[config.mk]
export PLATFORM = sky130hd
export DESIGN_NAME = int_div_8
export DESIGN_NICKNAME = d
export VERILOG_FILES = /design/src/rtl/int_div_8.sv
export SDC_FILE = /design/constraint.sdc
export NUM_CORES = 1
export LEC_CHECK = 0
export ABC_AREA = 1
export CORE_ASPECT_RATIO = 0.7
export CORE_UTILIZATION = 40
export DETAILED_ROUTE_END_ITERATION = 16
export DONT_BUFFER_PORTS = 1
export PLACE_DENSITY = 0.57
export SYNTH_ARGS = -nofsm -noshare
export SYNTH_HDL_FRONTEND = slang
export SYNTH_SLANG_ARGS = --single-unit
export TNS_END_PERCENT = 30
[constraint.sdc]
create_clock -name clk -period 2.1 [get_ports clk]
set_input_delay 0 -clock clk [delete_from_list [all_inputs] [get_ports clk]]
set_output_delay 0 -clock clk [all_outputs]
set_load 0.005 [all_outputs]
[src/rtl/int_div_8.sv]
// int_div_8 : iterative unsigned 16/8 divider (restoring shift/subtract).
//   quotient  = dividend / divisor  (16 bits)
//   remainder = dividend % divisor  (8 bits)
// One quotient bit is produced per clock, so a normal division takes
// 16 BUSY cycles. Operands arrive on an in_valid/in_ready handshake and
// results leave on an out_valid/out_ready handshake.
//
// Handshake rule (both sides): a transfer happens on a rising clock edge
// where valid and ready are both 1. The producer holds its data stable
// while valid=1 and ready=0. A ready/valid seen outside that edge means
// nothing.
//
// A zero divisor never enters BUSY. The result is quotient=16'hFFFF,
// remainder=dividend[7:0] and div_by_zero=1, and it is ready one edge
// after accept.
//
// Optional build macro: INT_DIV_8_SHORTCUT_EN
//   When defined, a nonzero divisor larger than the dividend also skips
//   BUSY and returns quotient=0, remainder=dividend[7:0] one edge after
//   accept. Results are the same either way; only latency changes.
//
// o_dbg_state exposes the FSM state so that checkers can bind to it.
module int_div_8 (
  input  logic        clk,
  input  logic        reset,        // asynchronous, active-low
  input  logic        in_valid,
  output logic        in_ready,
  input  logic [15:0] dividend,
  input  logic [7:0]  divisor,
  output logic        out_valid,
  input  logic        out_ready,
  output logic [15:0] quotient,
  output logic [7:0]  remainder,
  output logic        div_by_zero,
  output logic [1:0]  o_dbg_state
);

  // One iteration per dividend bit. This value is fixed by the datapath
  // width and is not meant to be overridden.
  localparam int         N_ITER    = 16;
  localparam logic [3:0] CNT_START = 4'(N_ITER - 1);

  typedef enum logic [1:0] {
    S_IDLE = 2'd0,
    S_BUSY = 2'd1,
    S_DONE = 2'd2
  } state_t;

  state_t      r_state;
  state_t      w_next_state;

  logic        r_in_ready;
  logic        r_out_valid;
  logic [15:0] r_work_q;     // dividend shifting out, quotient shifting in
  logic [7:0]  r_prem;       // partial remainder; always < divisor between steps
  logic [7:0]  r_divisor;
  logic [3:0]  r_cnt;
  logic [15:0] r_quot;
  logic [7:0]  r_rem;
  logic        r_dbz;

  logic        w_accept;
  logic        w_handoff;
  logic        w_div_zero;
  logic        w_shortcut;
  logic        w_last;
  logic [8:0]  w_shift_rem;
  logic        w_ge;
  logic [7:0]  w_step_rem;
  logic [15:0] w_step_q;

  // An operand transfers only when the block itself is advertising ready.
  assign w_accept   = in_valid & r_in_ready;
  assign w_handoff  = r_out_valid & out_ready;
  assign w_div_zero = (divisor == 8'd0);
  assign w_last     = (r_cnt == 4'd0);

`ifdef INT_DIV_8_SHORTCUT_EN
  // A nonzero divisor larger than the dividend gives quotient 0 with
  // nothing left to iterate. The compare is done on zero-extended values.
  assign w_shortcut = !w_div_zero && ({8'd0, divisor} > dividend);
`else
  assign w_shortcut = 1'b0;
`endif

  // Restoring step. Shift {partial_rem, work_q} left by one bit. The
  // shifted remainder needs 9 bits: the stored remainder is below
  // divisor <= 255, and after doubling plus one it can reach 509.
  // When the compare succeeds the true difference is below the divisor,
  // so an 8-bit subtract of the low byte gives the exact result.
  assign w_shift_rem = {r_prem, r_work_q[15]};
  assign w_ge        = (w_shift_rem >= {1'b0, r_divisor});
  assign w_step_rem  = w_ge ? (w_shift_rem[7:0] - r_divisor) : w_shift_rem[7:0];
  assign w_step_q    = {r_work_q[14:0], w_ge};

  // State register.
  always_ff @(posedge clk or negedge reset) begin
    if (!reset) begin
      r_state <= S_IDLE;
    end else begin
      r_state <= w_next_state;
    end
  end

  // Next-state logic.
  always_comb begin
    w_next_state = r_state;
    case (r_state)
      S_IDLE: begin
        if (w_accept) begin
          if (w_div_zero || w_shortcut) begin
            w_next_state = S_DONE;
          end else begin
            w_next_state = S_BUSY;
          end
        end
      end
      S_BUSY: begin
        if (w_last) begin
          w_next_state = S_DONE;
        end
      end
      S_DONE: begin
        if (w_handoff) begin
          w_next_state = S_IDLE;
        end
      end
      default: w_next_state = S_IDLE;
    endcase
  end

  // Datapath and registered handshake outputs. in_ready and out_valid
  // follow the next state, so each one matches the state register. The
  // one exception is in_ready: it is held low during reset and rises one
  // edge after release.
  always_ff @(posedge clk or negedge reset) begin
    if (!reset) begin
      r_in_ready  <= 1'b0;
      r_out_valid <= 1'b0;
      r_work_q    <= 16'd0;
      r_prem      <= 8'd0;
      r_divisor   <= 8'd0;
      r_cnt       <= 4'd0;
      r_quot      <= 16'd0;
      r_rem       <= 8'd0;
      r_dbz       <= 1'b0;
    end else begin
      r_in_ready  <= (w_next_state == S_IDLE);
      r_out_valid <= (w_next_state == S_DONE);
      case (r_state)
        S_IDLE: begin
          if (w_accept) begin
            r_divisor <= divisor;
            if (w_div_zero) begin
              r_quot <= 16'hFFFF;
              r_rem  <= dividend[7:0];
              r_dbz  <= 1'b1;
            end else if (w_shortcut) begin
              r_quot <= 16'd0;
              r_rem  <= dividend[7:0];
              r_dbz  <= 1'b0;
            end else begin
              r_work_q <= dividend;
              r_prem   <= 8'd0;
              r_cnt    <= CNT_START;
            end
          end
        end
        S_BUSY: begin
          r_work_q <= w_step_q;
          r_prem   <= w_step_rem;
          r_cnt    <= r_cnt - 4'd1;
          if (w_last) begin
            r_quot <= w_step_q;
            r_rem  <= w_step_rem;
            r_dbz  <= 1'b0;
          end
        end
        default: begin
          // DONE: results stay where they are until the handoff edge,
          // and they are still held afterwards.
        end
      endcase
    end
  end

  assign in_ready    = r_in_ready;
  assign out_valid   = r_out_valid;
  assign quotient    = r_quot;
  assign remainder   = r_rem;
  assign div_by_zero = r_dbz;
  assign o_dbg_state = r_state;

endmodule

# ---- Word level (Yosys, flattened, before mapping)
# Index checks and enable logic that the tools add are counted.
dict set report classes {
  addsub 2
  order_cmp 1
  eq_ne 7
  n_mux 27
  bitwise 2
  reduce_logical 8
}
# operator count
set op_table {}
lappend op_table {{$mux W16} 5}
lappend op_table {{$pmux W16 S2} 2}
lappend op_table {{$mux W8} 6}
lappend op_table {{$pmux W8 S2} 2}
lappend op_table {{$ge A9 B8 Y1} 1}
lappend op_table {{$logic_not A8 Y1} 1}
lappend op_table {{$mux W2} 4}
lappend op_table {{$mux W4} 2}
lappend op_table {{$ne A2 B2 Y1 const B} 4}
lappend op_table {{$pmux W4 S2} 1}
lappend op_table {{$sub A8 B8 Y8} 1}
lappend op_table {{$pmux W2 S3} 1}
lappend op_table {{$eq A2 B2 Y1 const B} 2}
lappend op_table {{$logic_not A2 Y1} 2}
lappend op_table {{$logic_not A4 Y1} 1}
lappend op_table {{$reduce_and A4 Y1} 1}
lappend op_table {{$sub A4 B1 Y4 const B} 1}
lappend op_table {{$mux W1} 3}
lappend op_table {{$reduce_and A3 Y1} 1}
lappend op_table {{$and A1 B1 Y1} 2}
lappend op_table {{$eq A2 B1 Y1 const B} 1}
lappend op_table {{$pmux W1 S2} 1}
lappend op_table {{$reduce_and A2 Y1} 1}
lappend op_table {{$reduce_bool A2 Y1} 1}
dict set report word_totals {
  regBits 65
  output_inout_bits 29
}

# ---- Depth between registers and ports, before layout
dict set report logic_depth {
  word_depth 5
  mapped_depth 13
  mapped_depth_nobuf 13
}

# ---- Worst setup path before layout
# OpenSTA, ideal clock, no wires.
dict set report synth_path {
  kind {reg2reg}
  from {register r_prem[5]}
  to {register r_rem[7] (netlist: remainder[7])}
  setup_ns 0.063
  t_arrival_ns 1.602
  setup_slack_ns 0.436
  path_stages_with_launch 11
  path_buffers 0
  path_cell_list {dfrtp_1 ha_1 nand2_1 nand2_1 nand2_1 nand3_1 nor2_1 nand4_1 nand3_1 nand2_1 inv_1}
}
dict set report synth_between {
  elab_chain_len 4
  word_cells_on_any_way 5
  classes_between {add/sub: 1; order compare: 1; mux: 3}
}
# item line
set synth_lines {}
lappend synth_lines {{from (decl)} 55} ;# logic [7:0] r_prem;
lappend synth_lines {{from (signal assigned)} 171} ;# r_prem <= w_step_rem;
lappend synth_lines {{$sub A8 B8 Y8 or $ge A9 B8 Y1 (tied branches)} {93, 92}}
lappend synth_lines {{$mux W8 (*)} 93} ;# assign w_step_rem = w_ge ? (w_shift_rem[7:0] - r_divisor) : w_shift_rem[7:0];
lappend synth_lines {{$mux W8 (*)} 173} ;# if (w_last) begin
lappend synth_lines {{$pmux W8 S2 (*)} 150} ;# case (r_state)
lappend synth_lines {{to (signal assigned)} 156} ;# r_rem <= dividend[7:0];
lappend synth_lines {{to (signal assigned)} 160} ;# r_rem <= dividend[7:0];
lappend synth_lines {{to (signal assigned)} 175} ;# r_rem <= w_step_rem;
lappend synth_lines {{to (decl)} 59} ;# logic [7:0] r_rem;
# Every way passes the cells marked *; elsewhere a longest branch is shown, timed or not. The select of a mux whose other input is x is not followed.
# A chain may end at the register's enable or synchronous reset.

# ---- Worst setup path in the final report
dict set report layout_path {
  from {register r_prem[5]}
  to {register r_rem[5] (netlist: remainder[5])}
}
dict set report layout_between {
  elab_chain_len 4
}
# item line
set layout_lines {}
lappend layout_lines {{$ge A9 B8 Y1} 92} ;# assign w_ge = (w_shift_rem >= {1'b0, r_divisor});
lappend layout_lines {{$mux W8} 93}
lappend layout_lines {{$mux W8} 173}
lappend layout_lines {{$pmux W8 S2} 150}
# No other way between the ends. The select of a mux whose other input is x is not followed.

==> impl_metrics.json <==
{
  "ir_drop_mv": 0.585,
  "worst_hold_path_type": "in -> reg",
  "start_kind": "register",
  "ys_seq_elements": 65,
  "wl_um": 7900,
  "finClkSkew_ns": 0.00484,
  "antenna_found_initial": 0,
  "slowest_stage": "dfrtp_1",
  "drc": 0,
  "synth_common_cells": "nand2_1, inv_1, dfrtp_1",
  "viasPerCell": 4.83,
  "final.setup.tns_ns": 0,
  "slew_violations": 0,
  "die_h_um": 80.2,
  "outcome": "finished clean",
  "path_class": "reg -> reg",
  "synth_area_um2": 3500,
  "slowest_delay_ns": 0.43,
  "yosysTopAreaCell": "dfrtp_1",
  "overflow": 0,
  "syn_to_final_growth_pct": 18.8,
  "period_share_pct": 92.8,
  "drive_above_1_share_pct": 9.78,
  "grt_max_degree": 66,
  "final_hold_viol_count": 0,
  "path_cells": "ha_1 > nand2_1 > nor2_1 > nand3_1 > nand4_4 > nand3_1 > nand3_1 > nand2_1 > inv_1",
  "power_density_nw_per_um2": 1710,
  "syn_nets": 465,
  "regArea_um2": 1630,
  "drt-initial-drc-count": 155,
  "setup_viol": 0,
  "async_flop_share_pct": 100,
  "vias": 2800,
  "synth_flop_cell": "dfrtp_1",
  "nNetsFinal": 494,
  "rows": 28,
  "cp-startpoint": "r_prem[5]",
  "wl_per_cell_um": 13.6,
  "critical_path.max_fanout": 10,
  "critPathArrivalTime_ns": 2.22,
  "gp_congestion": 0.904,
  "synth_most_common_cell": "nand2_1",
  "synth_top_area_share_pct": 46.5,
  "cts_sinks": 65,
  "p_leak_nw": 2.04,
  "die_area_um2": 9120,
  "synthCells": 427,
  "end_kind": "register",
  "period_needed_ns": 1.95,
  "multiInputGateArea_um2": 1470,
  "port_buffers": 0,
  "grt_pass1_vias": 2713,
  "cts_tree": "yes",
  "timing.rr.start": "r_prem[5]",
  "n_fill_cell": 874,
  "cts-root-buf": "clkbuf_16",
  "grt_usage_pct": 19.0,
  "worstPathRequired_ns": 2.37,
  "yosys_warnings": 0,
  "synthTopCellsByArea": "dfrtp_1, nand2_1, inv_1, nand3_1, nor2_1",
  "grt_pass1_wl_um": 13100,
  "dp_slack_ns": 0.0987,
  "clock_latency_ns": 0.33,
  "synth_edf_count": 0,
  "antenna_cells": 0,
  "start_util_pct": 41.2,
  "dr.pass1.iters": 4,
  "crit_top_cell": "nand3_1",
  "slew-limit-headroom_pct": 59.6,
  "cts_buffer_depth": 2,
  "synthDistinctLibCells": 34,
  "cts_buffers": 9,
  "h-tree-depth": 3,
  "postRouteAntennaNets": 0,
  "hpwl_um": 5490,
  "core_area_um2": 8480,
  "min_from": "dividend[0]",
  "tightest_slew_ns": 0.606,
  "clk_pin_slew_worst_paths_ns": 0.05,
  "io_pins": 57,
  "timing.fmax_mhz": 513,
  "die_w_um": 114,
  "drv_cap": 0,
  "ys_seq_area_share_pct": 46.5,
  "syn_area_per_cell_um2": 8.19,
  "postCtsSetupRepairBufs": 0,
  "fin_ws_ns": 0.151
}
==> metrics by stage <==
stage | power (mW) | cell area (um2) | std cells | util (%) | hold slack [ns]
after floorplan | 4.89 | 3500 | 427 | - | -0.296
after global placement | 5.51 | 3560 | 537 | 42.0 | -0.294
after detailed placement | 5.55 | 3560 | 537 | 42.0 | -0.294
after CTS | 7.12 | 4140 | 580 | 48.8 | 0.00742
after global routing | 7.77 | 4150 | 580 | 49.0 | 0.0496
final | 7.12 | 4150 | 580 | 49.0 | 0.00757
==> sequential cells by signal, summed over array words and instances (netlist names) <==
signal	cells
o_dbg_state	2
div_by_zero	1
remainder	8
in_ready	1
quotient	16
r_work_q	16
r_divisor	8
r_prem	8
r_cnt	4
out_valid	1
==> layout by cell type, fill, tap and decap left out, types with 2 or more instances in the layout <==
cell and count:
nand2_1 91, inv_1 72, dfrtp_1 65, nand3_1 35
nor2_1 34, dlygate4sd3_1 27, o21ai_0 20, a31oi_1 15
nand4_1 13, o21ai_1 9, ha_1 9, clkbuf_16 9
or2_1 8, o21ai_2 7, o211ai_2 6, buf_4 5
o211ai_1 4, a21oi_1 4, inv_2 3, nor2_2 3
clkbuf_1 3, xnor2_1 2
==> logic make-up (layout without fill, tap and decap cells) <==
| logic type | count (synthesis) | after routing | synth area share (%) |
|---|---|---|---|
| buf+inv | 91 | 124 | 11.7 |
| fa+ha+maj | 10 | 10 | 3.79 |
| xor+xnor | 3 | 3 | 0.752 |
| simple gates | 190 | 190 | 24.4 |
| flops | 65 | 65 | 46.5 |
| compound gates | 68 | 68 | 12.7 |
==> timing repair <==
action | CTS | global route
resized for setup | 0 | 3
endpoints found under the hold margin | 94 | 0
endpoints found under the setup margin | 0 | 12
hold buffers | 28 | 0
==> worst max-delay path, delay by kind of cell, from the launching register on <==
kind / cells / cell delay (ns)
and+or+nand+nor: 7 / 0.98
DFF: 1 / 0.43
adders and majority gates: 1 / 0.42
buffers and inverters: 1 / 0.04
==> area by class of cell <==
class	instances	area share [%]
clock inverters	3	1.02
flip-flops and latches	65	39.2
well taps	120	3.62
repair buffers	33	8.07
multi-input cells	271	35.5
inverters	76	6.93
clock buffers	12	5.69
==> worst paths after layout <==
kind                       slack [ns]  cells past startpoint           end
setup / recovery                 0.15                      9  remainder[5]
hold / removal                  0.008                      4   r_work_q[0]
setup reg to reg                 0.15                      9  remainder[5]
hold reg to reg                  0.47                      1      r_cnt[0]
max in group asynchronous        1.62                      2   quotient[4]
min in group asynchronous        0.20                      2      r_cnt[1]
==> layer usage <==
| layer | part of all wire, % | wire length, um | track usage (%) |
|---|---|---|---|
| met5 | 0 | 0 | 0 |
| met2 | 41 | 3210 | 27.9 |
| met1 | 52 | 4140 | 26.2 |
| met4 | 1.4 | 112 | 6.71 |
| met3 | 5.5 | 438 | 5.89 |
==> power by group <==
group,internal (mW),switching [mW],total (mW)
clock network,0.910,0.514,1.42
registers,1.84,0.361,2.21
logic,1.29,2.20,3.49
(Power assumes the default switching activity.)
